[src/rtl/pe_array_seq.sv]
// Tile sequencer for the PE array: per-tile loader handshake, buffer flip, start/done
// collection, and accumulation-buffer swap plus readout after each accumulation group.
module pe_array_seq #(
    parameter int PE_NUM = 32,
    parameter int ADDR_W = 8,
    parameter int RD_LAT = 2,
    localparam int GRP_NUM = PE_NUM / 4,
    localparam int SEL_W = (GRP_NUM > 1) ? $clog2(GRP_NUM) : 1
) (
    input  logic              clk,
    input  logic              rst,
    input  logic              cfg_valid,
    output logic              cfg_ready,
    input  logic [2:0]        cfg_mode,
    input  logic [7:0]        cfg_idx_cnt,
    input  logic [7:0]        cfg_trip_cnt,
    input  logic [3:0]        cfg_pad_code,
    input  logic              cfg_cut_y,
    input  logic [PE_NUM-1:0] cfg_pe_mask,
    input  logic [15:0]       cfg_tile_num,
    input  logic [7:0]        cfg_acc_num,
    input  logic [ADDR_W:0]   cfg_rd_len,
    input  logic              ld_valid,
    output logic              ld_ready,
    output logic [PE_NUM-1:0] switch_d,
    output logic [PE_NUM-1:0] switch_p,
    output logic [PE_NUM-1:0] switch_i,
    output logic [PE_NUM-1:0] switch_a,
    output logic [PE_NUM-1:0] start,
    input  logic [PE_NUM-1:0] done,
    output logic [2:0]        mode,
    output logic [7:0]        idx_cnt,
    output logic [7:0]        trip_cnt,
    output logic [3:0]        pad_code,
    output logic              cut_y,
    output logic              is_new,
    output logic [SEL_W-1:0]  rd_sel,
    output logic [ADDR_W-1:0] abuf_rd_addr,
    input  logic              wb_ready,
    output logic              rd_valid,
    output logic              busy,
    output logic              layer_done
);
    localparam int LEN_W = ADDR_W + 1;
    localparam logic [SEL_W-1:0] SEL_LAST = SEL_W'(GRP_NUM - 1);

    localparam logic [2:0] IDLE    = 3'd0;
    localparam logic [2:0] WAIT_LD = 3'd1;
    localparam logic [2:0] SWITCH  = 3'd2;
    localparam logic [2:0] START   = 3'd3;
    localparam logic [2:0] RUN     = 3'd4;
    localparam logic [2:0] SWAP_A  = 3'd5;
    localparam logic [2:0] READ    = 3'd6;
    localparam logic [2:0] DONE    = 3'd7;

    logic [2:0]        state_q, state_d;
    logic [PE_NUM-1:0] mask_q, mask_d;
    logic [15:0]       tile_num_q, tile_num_d, tile_cnt_q, tile_cnt_d;
    logic [7:0]        acc_num_q, acc_num_d, acc_cnt_q, acc_cnt_d;
    logic [LEN_W-1:0]  rd_len_q, rd_len_d;
    logic [PE_NUM-1:0] done_seen_q, done_seen_d;
    logic [RD_LAT-1:0] vld_q, vld_d;
    logic [2:0]        mode_q, mode_d;
    logic [7:0]        idx_cnt_q, idx_cnt_d, trip_cnt_q, trip_cnt_d;
    logic [3:0]        pad_code_q, pad_code_d;
    logic              cut_y_q, cut_y_d, is_new_q, is_new_d;
    logic [SEL_W-1:0]  rd_sel_q, rd_sel_d;
    logic [ADDR_W-1:0] addr_q, addr_d;
    logic [PE_NUM-1:0] switch_d_q, switch_d_d, switch_p_q, switch_p_d;
    logic [PE_NUM-1:0] switch_i_q, switch_i_d, switch_a_q, switch_a_d;
    logic [PE_NUM-1:0] start_q, start_d;
    logic              cfg_ready_q, cfg_ready_d, ld_ready_q, ld_ready_d;
    logic              busy_q, busy_d, layer_done_q, layer_done_d;
    logic              issue, acc_last;

    // acc_num of 0 behaves as 1, i.e. every tile closes its group
    assign acc_last = (acc_num_q == 8'd0) ? (acc_cnt_q == 8'd0)
                                          : (acc_cnt_q == acc_num_q - 8'd1);

    always_comb begin
        state_d     = state_q;
        mask_d      = mask_q;
        tile_num_d  = tile_num_q;
        tile_cnt_d  = tile_cnt_q;
        acc_num_d   = acc_num_q;
        acc_cnt_d   = acc_cnt_q;
        rd_len_d    = rd_len_q;
        done_seen_d = done_seen_q;
        mode_d      = mode_q;
        idx_cnt_d   = idx_cnt_q;
        trip_cnt_d  = trip_cnt_q;
        pad_code_d  = pad_code_q;
        cut_y_d     = cut_y_q;
        is_new_d    = is_new_q;
        rd_sel_d    = rd_sel_q;
        addr_d      = addr_q;
        issue       = 1'b0;
        layer_done_d = 1'b0;
        case (state_q)
            IDLE: if (cfg_valid) begin
                mask_d     = cfg_pe_mask;
                tile_num_d = cfg_tile_num;
                acc_num_d  = cfg_acc_num;
                rd_len_d   = cfg_rd_len;
                mode_d     = cfg_mode;
                idx_cnt_d  = cfg_idx_cnt;
                trip_cnt_d = cfg_trip_cnt;
                pad_code_d = cfg_pad_code;
                cut_y_d    = cfg_cut_y;
                tile_cnt_d = 16'd0;
                acc_cnt_d  = 8'd0;
                state_d    = (cfg_tile_num == 16'd0) ? DONE : WAIT_LD;
            end
            WAIT_LD: if (ld_valid) begin
                is_new_d = (acc_cnt_q == 8'd0);
                state_d  = SWITCH;
            end
            SWITCH: state_d = START;
            START: begin
                done_seen_d = '0;
                state_d     = RUN;
            end
            RUN: begin
                done_seen_d = done_seen_q | (done & mask_q);
                if (done_seen_d == mask_q) begin
                    tile_cnt_d = tile_cnt_q + 16'd1;
                    if (acc_last || tile_cnt_d == tile_num_q) begin
                        state_d = SWAP_A;
                    end else begin
                        acc_cnt_d = acc_cnt_q + 8'd1;
                        state_d   = WAIT_LD;
                    end
                end
            end
            SWAP_A: begin
                acc_cnt_d = 8'd0;
                rd_sel_d  = '0;
                addr_d    = '0;
                if (rd_len_q == '0) begin
                    state_d = (tile_cnt_q == tile_num_q) ? DONE : WAIT_LD;
                end else begin
                    state_d = READ;
                end
            end
            READ: if (wb_ready) begin
                issue = 1'b1;
                if ({1'b0, addr_q} == rd_len_q - LEN_W'(1)) begin
                    addr_d = '0;
                    if (rd_sel_q == SEL_LAST) begin
                        rd_sel_d = '0;
                        state_d  = (tile_cnt_q == tile_num_q) ? DONE : WAIT_LD;
                    end else begin
                        rd_sel_d = rd_sel_q + SEL_W'(1);
                    end
                end else begin
                    addr_d = addr_q + ADDR_W'(1);
                end
            end
            default: if (vld_q == '0) begin
                layer_done_d = 1'b1;
                state_d      = IDLE;
            end
        endcase

        // Read-valid pipeline runs in every state so a readout drains after READ exits
        vld_d[0] = issue;
        for (int i = 1; i < RD_LAT; i++) vld_d[i] = vld_q[i-1];

        // Outputs decode the next state so they are registered alongside it
        switch_d_d  = (state_d == SWITCH) ? mask_d : '0;
        switch_p_d  = (state_d == SWITCH) ? mask_d : '0;
        switch_i_d  = (state_d == SWITCH) ? mask_d : '0;
        start_d     = (state_d == START)  ? mask_d : '0;
        switch_a_d  = (state_d == SWAP_A) ? mask_d : '0;
        cfg_ready_d = (state_d == IDLE);
        ld_ready_d  = (state_d == WAIT_LD);
        busy_d      = (state_d != IDLE);
    end

    always_ff @(posedge clk or negedge rst) begin
        if (!rst) begin
            state_q      <= IDLE;
            mask_q       <= '0;
            tile_num_q   <= '0;
            tile_cnt_q   <= '0;
            acc_num_q    <= '0;
            acc_cnt_q    <= '0;
            rd_len_q     <= '0;
            done_seen_q  <= '0;
            vld_q        <= '0;
            mode_q       <= '0;
            idx_cnt_q    <= '0;
            trip_cnt_q   <= '0;
            pad_code_q   <= '0;
            cut_y_q      <= 1'b0;
            is_new_q     <= 1'b0;
            rd_sel_q     <= '0;
            addr_q       <= '0;
            switch_d_q   <= '0;
            switch_p_q   <= '0;
            switch_i_q   <= '0;
            switch_a_q   <= '0;
            start_q      <= '0;
            cfg_ready_q  <= 1'b1;
            ld_ready_q   <= 1'b0;
            busy_q       <= 1'b0;
            layer_done_q <= 1'b0;
        end else begin
            state_q      <= state_d;
            mask_q       <= mask_d;
            tile_num_q   <= tile_num_d;
            tile_cnt_q   <= tile_cnt_d;
            acc_num_q    <= acc_num_d;
            acc_cnt_q    <= acc_cnt_d;
            rd_len_q     <= rd_len_d;
            done_seen_q  <= done_seen_d;
            vld_q        <= vld_d;
            mode_q       <= mode_d;
            idx_cnt_q    <= idx_cnt_d;
            trip_cnt_q   <= trip_cnt_d;
            pad_code_q   <= pad_code_d;
            cut_y_q      <= cut_y_d;
            is_new_q     <= is_new_d;
            rd_sel_q     <= rd_sel_d;
            addr_q       <= addr_d;
            switch_d_q   <= switch_d_d;
            switch_p_q   <= switch_p_d;
            switch_i_q   <= switch_i_d;
            switch_a_q   <= switch_a_d;
            start_q      <= start_d;
            cfg_ready_q  <= cfg_ready_d;
            ld_ready_q   <= ld_ready_d;
            busy_q       <= busy_d;
            layer_done_q <= layer_done_d;
        end
    end

    assign cfg_ready    = cfg_ready_q;
    assign ld_ready     = ld_ready_q;
    assign switch_d     = switch_d_q;
    assign switch_p     = switch_p_q;
    assign switch_i     = switch_i_q;
    assign switch_a     = switch_a_q;
    assign start        = start_q;
    assign mode         = mode_q;
    assign idx_cnt      = idx_cnt_q;
    assign trip_cnt     = trip_cnt_q;
    assign pad_code     = pad_code_q;
    assign cut_y        = cut_y_q;
    assign is_new       = is_new_q;
    assign rd_sel       = rd_sel_q;
    assign abuf_rd_addr = addr_q;
    assign rd_valid     = vld_q[RD_LAT-1];
    assign busy         = busy_q;
    assign layer_done   = layer_done_q;
endmodule

[config.mk]
export PLATFORM = sky130hd
export DESIGN_NAME = pe_array_seq
export DESIGN_NICKNAME = d
export VERILOG_FILES = /design/src/rtl/pe_array_seq.sv
export SDC_FILE = /design/constraint.sdc
export NUM_CORES = 1
export LEC_CHECK = 0
export CAP_MARGIN = 20
export CORE_MARGIN = 2
export CORE_UTILIZATION = 50
export CTS_CLUSTER_SIZE = 25
export DETAILED_ROUTE_END_ITERATION = 6
export GPL_ROUTABILITY_DRIVEN = 0
export PLACE_DENSITY = 0.82
export SYNTH_ARGS = -nofsm -noshare
export SYNTH_HDL_FRONTEND = slang
export SYNTH_SLANG_ARGS = --single-unit
[constraint.sdc]
create_clock -name clk -period 6.6 [get_ports clk]
set_clock_uncertainty 0.15 [all_clocks]
set_input_delay 0.66 -clock clk [delete_from_list [all_inputs] [get_ports clk]]
set_output_delay 0.66 -clock clk [all_outputs]
set_load 0.02 [all_outputs]
== Word level (Yosys, flattened, before mapping) ==
Cells that the tools add are included.

* Input bits: 126
* Logic and storage cells: 110
* Register bits after elaboration: 262

* Equality and inequality tests: 21
* Multiplexer cells: 37
* Bitwise operators: 2
* Add/sub/neg operators: 6
* Reduce and logical (&&, ||, !) cells: 20

{| class="wikitable"
|+ Operator list
! kind !! number
|-
| $mux W32 || 5
|-
| $pmux W32 S2 || 1
|-
| $mux W3 || 14
|-
| $mux W8 || 5
|-
| $and A32 B32 Y32 || 1
|-
| $eq A16 B16 Y1 || 2
|-
| $eq A32 B32 Y1 || 1
|-
| $mux W16 || 2
|-
| $or A32 B32 Y32 || 1
|-
| $pmux W16 S2 || 1
|-
| $pmux W8 S3 || 1
|-
| $pmux W3 S7 || 1
|-
| $add A16 B1 Y16 const B || 1
|-
| $add A8 B1 Y8 const B || 2
|-
| $logic_not A16 Y1 || 1
|-
| $logic_not A8 Y1 || 2
|-
| $pmux W8 S2 || 1
|-
| $eq A3 B3 Y1 const B || 5
|-
| $eq A3 B2 Y1 const B || 4
|-
| $ne A2 B2 Y1 const B || 5
|-
| $eq A8 B9 Y1 || 1
|-
| $logic_not A9 Y1 || 1
|-
| $sub A9 B1 Y9 const B || 1
|-
| $eq A8 B8 Y1 || 1
|-
| 14 further kinds || 26
|}

== Depth between registers and ports, before layout ==
* Depth in word-level cells: 9
* Gate-level depth with buffers: 12
* Mapped depth without buffers: 11

== Worst setup path after synthesis ==
OpenSTA, ideal clock, no wires.

* Path type: flip-flop to flip-flop
* Start: register tile_cnt_q[0]
* End: register switch_a_q[18] (netlist: switch_a[18])
* Buffers on the path: 1
* Cell stages (with the launch flop): 12
* Data arrival time: 3136 ps
* Required time: 6380 ps
* Path slack: 3245 ps
* Cell sequence: dfrtp_1 ha_1 nand3_1 nor4_4 mux2_2 mux2_2 o21a_1 or4_4 a21oi_4 o211ai_4 buf_12 nor2_4

* Cells in the longest elaborated chain, start to end: 8
* Elaborated cells on any way between the ends: 14
* Those cells by class: 1 x add/sub; 3 x eq/ne; 9 x mux; 1 x reduce/logical

{| class="wikitable"
|+ RTL lines
! item !! line !! text
|-
| start, declared || 58 || <nowiki>logic [15:0] tile_num_q, tile_num_d, tile_cnt_q, tile_cnt_d;</nowiki>
|-
| start signal, assigned || 212 || <nowiki>tile_cnt_q <= tile_cnt_d;</nowiki>
|-
| $add A16 B1 Y16 or $eq A16 B16 Y1 (tied branches) || 126, 140, 151 ||
|-
| $eq A16 B16 Y1 or $mux W3 (tied branches) || 127, 140, 151 ||
|-
| $logic_or A1 B1 Y1 or $mux W3 (tied branches) || 127, 149 ||
|-
| $mux W3, on equally long branches || 127, 147 ||
|-
| $mux W3, on equally long branches || 125, 145 ||
|-
| $pmux W3 S7 (*) || 99 || <nowiki>case (state_q)</nowiki>
|-
| $eq A3 B3 Y1 (*) || 174 || <nowiki>switch_a_d = (state_d == SWAP_A) ? mask_d : '0;</nowiki>
|-
| $mux W32 (*) || 174 ||
|-
| net switch_a_d[18] || 70 || <nowiki>logic [PE_NUM-1:0] switch_i_q, switch_i_d, switch_a_q, switch_a_d;</nowiki>
|-
| end signal, assigned || 229 || <nowiki>switch_a_q <= switch_a_d;</nowiki>
|-
| end, declared || 70 ||
|}

Mark *: on every way through the listed nets, which the timed path passes. The rest lies on a longest branch.
A chain may end at the register's enable or synchronous reset.

== Worst setup path in the final report ==
* Start: input port done[31]
* End: register switch_a_q[16] (netlist: switch_a[16])

* Cells in the longest elaborated chain, start to end: 7

{| class="wikitable"
|+ RTL lines
! item !! line !! text
|-
| start, declared || 30 || <nowiki>input logic [PE_NUM-1:0] done,</nowiki>
|-
| $and A32 B32 Y32 || 124 || <nowiki>done_seen_d = done_seen_q | (done & mask_q);</nowiki>
|-
| $or A32 B32 Y32 || 124 ||
|-
| $eq A32 B32 Y1 || 125 || <nowiki>if (done_seen_d == mask_q) begin</nowiki>
|-
| $mux W3 || 125 ||
|-
| $pmux W3 S7 || 99 ||
|-
| net state_d[0] || 56 || <nowiki>logic [2:0] state_q, state_d;</nowiki>
|-
| $eq A3 B3 Y1 || 174 ||
|-
| $mux W32 || 174 ||
|-
| net switch_a_d[16] || 70 ||
|}

The timed path passes the listed nets, and every way through them passes these cells.

==> qor.tcl <==
set qor(ctsHtreeMaxLevel) 1
set qor(distinct_cells_synth) 69
set qor(max-vdd-ir-drop_uv) 214
set qor(top_level_ports) 327
set qor(synth_enable_flop_cells) 0
set qor(detailedRoute.firstPassIterationCount) 5
set qor(fp.coreArea_um2) 24200
set qor(fin_crit_ns) 4.12
set qor(setup_ws_ns) 2.48
set qor(layout-drive-gt1-share) 0.115
set qor(synthToLayoutAreaGrowth_pct) 32.5
set qor(violated_checks) {negative hold slack}
set qor(cts_tree) {built}
set qor(synth_sequential_area_ratio) 0.533
set qor(insertion_delay_ns) 0.55
set qor(synthesis.area_per_instance_um2) 11.0
set qor(setup_viol) 0
set qor(max_freq_mhz) 243
set qor(ys_top_cells_by_area) {sky130_fd_sc_hd__dfrtp_1 53%, sky130_fd_sc_hd__mux2_2 4.9%, sky130_fd_sc_hd__buf_4 4.0%}
set qor(hold_path.class) {primary input to asynchronous set/reset pin}
set qor(grt_max_degree) 122
set qor(post-route-drc-count) 0
set qor(status) {finished with violations}
set qor(worstSetupPathType) {primary input to flop}
set qor(wl_per_cell_um) 18.7
set qor(clk_transition_reported_paths_ns) 0.06
set qor(finalWirelength_um) 32200
set qor(synth_top_area_cell) {sky130_fd_sc_hd__dfrtp_1}
set qor(totalNegativeSetupSlack_ns) 0
set qor(synth_top_area_frac) 0.531
set qor(cpLargestDelayFamily) {simple AND/OR/NAND/NOR gates}
set qor(timing.critical_path.slowest_stage_cell) {sky130_fd_sc_hd__or4_1}
set qor(fin_total_pwr_mw) 3.48
set qor(crit_path_cell_trace) {clkdlybuf4s50_1 > nor3b_1 > or4_1 > or4_1 > nor4_1 > and2_1 > or4b_1 > and2_1 > o211ai_4 > buf_4 > nor2_4}
set qor(post-cts-setup-buffers) 0
set qor(syn-cell-area_um2) 12300
set qor(route.antenna.remaining_nets) 0
set qor(critPathBufInv) 2
set qor(placement_rows) 57
set qor(floorplan.die_area_um2) 25900
set qor(maxSlewHeadroom) 0.331
set qor(first_iter_violations) 504
set qor(post_cts_resize_count) 0
set qor(multiInputGateArea_um2) 4820
set qor(ys_dominant_reg_cell) {sky130_fd_sc_hd__dfrtp_1}
set qor(syn-num-nets) 1257
set qor(finalCritPeriodShare) 0.624
set qor(area.sequential_um2) 6560
set qor(ys.warnings.count) 0
set qor(first_global_vias) 9489
set qor(clock_tree.buffer_depth) 3
set qor(power_density_nw_per_um2) 214
set qor(worst_path_largest_cell_delay_ns) 0.56
set qor(cp-end-kind) {flop}
set qor(fillers) 1859
set qor(vias) 9247
set qor(nets) 1508
set qor(fin_area_um2) 16300
set qor(crit_path_max_fanout) 32
set qor(die-height_um) 161
set qor(number_of_input_and_output_port_buffers_inserted) 326
set qor(async_reset_ff_frac) 1.00
set qor(floorplan.initialDensity) 0.508
set qor(routed_via_density) 5.37
set qor(timing.max_cap.violations) 0
set qor(synth.most_common_cell) {sky130_fd_sc_hd__dfrtp_1}
set qor(cts.root.buffer_cell) {sky130_fd_sc_hd__clkbuf_16}
set qor(rsz0062_at_grt) {no}
set qor(die_x_um) 161
set qor(cp_arrival_ns) 4.42
set qor(power.leakage_nw) 7.47
set qor(timing_worst_slew_pin_value_ns) 1.00
set qor(grt-ovfl-total) 0
set qor(dp.final_hpwl_um) 22600
set qor(antenna_found_initial) 4
set qor(cts_inserted_buffers) 28
set qor(post_placement_worst_setup_slack_ns) 2.00
set qor(post_synth_inst_count) 1122
set qor(clock-sinks) 262
set qor(cts.hold.buffers_added) 0
set qor(fin_worst_hold_slack_ns) -0.00677
set qor(grt_first_pass_wirelength_um) 51000
set qor(report.final.slew_viol_count) 0
set qor(grtUsageTotal) 0.248
set qor(commonest_cells_post_synth) {261 x sky130_fd_sc_hd__dfrtp_1, 114 x sky130_fd_sc_hd__nor2_1, 66 x sky130_fd_sc_hd__buf_4, 58 x sky130_fd_sc_hd__inv_1, 54 x sky130_fd_sc_hd__mux2_2}
set qor(worstSetupStartpointType) {primary input}
set qor(required_worst_endpoint_ns) 6.90
set qor(detailed_place.area_um2) 15300
set qor(hold_viol) 1
set qor(synth-seq-cells) 262
## logic make-up (layout without fill, tap and decap cells)
kind of cell / after synthesis / after routing / synth area share
AO/OA/AOI/OAI: 128 / 128 / 0.0705
XOR/XNOR: 52 / 52 / 0.0370
adder cells (fa/ha/maj): 9 / 9 / 0.00915
buffers and inverters: 171 / 444 / 0.0778
flip-flops: 262 / 262 / 0.533
multiplexers: 92 / 92 / 0.0803
other: 0 / 2 / 0
AND/OR/NAND/NOR: 408 / 408 / 0.193
## state kept, by name, indices dropped and copies added (netlist names), 2 cells and up
register      cells
done_seen_q      32
mask_q           32
start            32
switch_a         32
switch_i         32
tile_cnt_q       16
tile_num_q       16
rd_len_q          9
abuf_rd_addr      8
acc_cnt_q         8
acc_num_q         8
idx_cnt           8
trip_cnt          8
pad_code          4
mode              3
rd_sel            3
state_q           3
vld_q             2
## cells in the final DEF (no fill, tap or decap), types with 28 or more instances in the layout
master                              n
sky130_fd_sc_hd__o21ai_0           32
sky130_fd_sc_hd__and3_1            40
sky130_fd_sc_hd__a31oi_1           37
sky130_fd_sc_hd__inv_1             58
sky130_fd_sc_hd__clkbuf_16         29
sky130_fd_sc_hd__nor2_1           110
sky130_fd_sc_hd__nor2_4            31
sky130_fd_sc_hd__nor3b_1           32
sky130_fd_sc_hd__nand2_1           52
sky130_fd_sc_hd__mux2i_1           38
sky130_fd_sc_hd__clkdlybuf4s50_1  325
sky130_fd_sc_hd__dfrtp_1          260
sky130_fd_sc_hd__nor2b_1           28
sky130_fd_sc_hd__mux2_2            54
## worst paths after layout
| path | from | endpoint | slack [ns] | depth (start not counted) |
|---|---|---|---|---|
| max in group asynchronous | rst | start[17]$_DFF_PN0_ | 4.80 | 2 |
| worst min register to register | vld_q[0]$_DFF_PN0_ | vld_q[1]$_DFF_PN0_ | 0.24 | 0 |
| min in group clk | vld_q[0]$_DFF_PN0_ | vld_q[1]$_DFF_PN0_ | 0.24 | 0 |
| worst max-delay path | done[31] | switch_a[16]$_DFF_PN0_ | 2.48 | 11 |
| worst min-delay path | rst | acc_num_q[2]$_DFFE_PN0P_ | -0.007 | 1 |
| worst max register to register | mask_q[21]$_DFF_PN0_ | switch_a[16]$_DFF_PN0_ | 2.50 | 10 |
## area by class of cell
cell class                 count  share of cell area
antenna                        2            0.000307
clock buffer                  36              0.0480
clock inverter                16              0.0120
inverter                      58              0.0133
multi-input combinational    689               0.295
sequential                   262               0.402
tap                          324              0.0249
timing repair buffer         334               0.204
## report_power, final
group	switching [mW]	leakage, nW	total (mW)	internal (mW)
Clock	0.654	0.477	1.65	0.994
Sequential	0.0265	3.57	1.64	1.62
Combinational	0.0840	3.42	0.191	0.107
Total	0.765	7.47	3.48	2.72
## through the flow
stage                util  cells
finish              0.673   1721
global route        0.673   1721
CTS                 0.672   1719
detailed placement  0.632   1667
global placement    0.632   1667
floorplan               -   1122
## routing by layer
layer,part of all wire,track usage
met5,0.00075,0
met4,0.027,0.0791
met3,0.073,0.0573
met2,0.49,0.416
met1,0.41,0.322
Note: power is estimated with default switching activity, not from simulation.
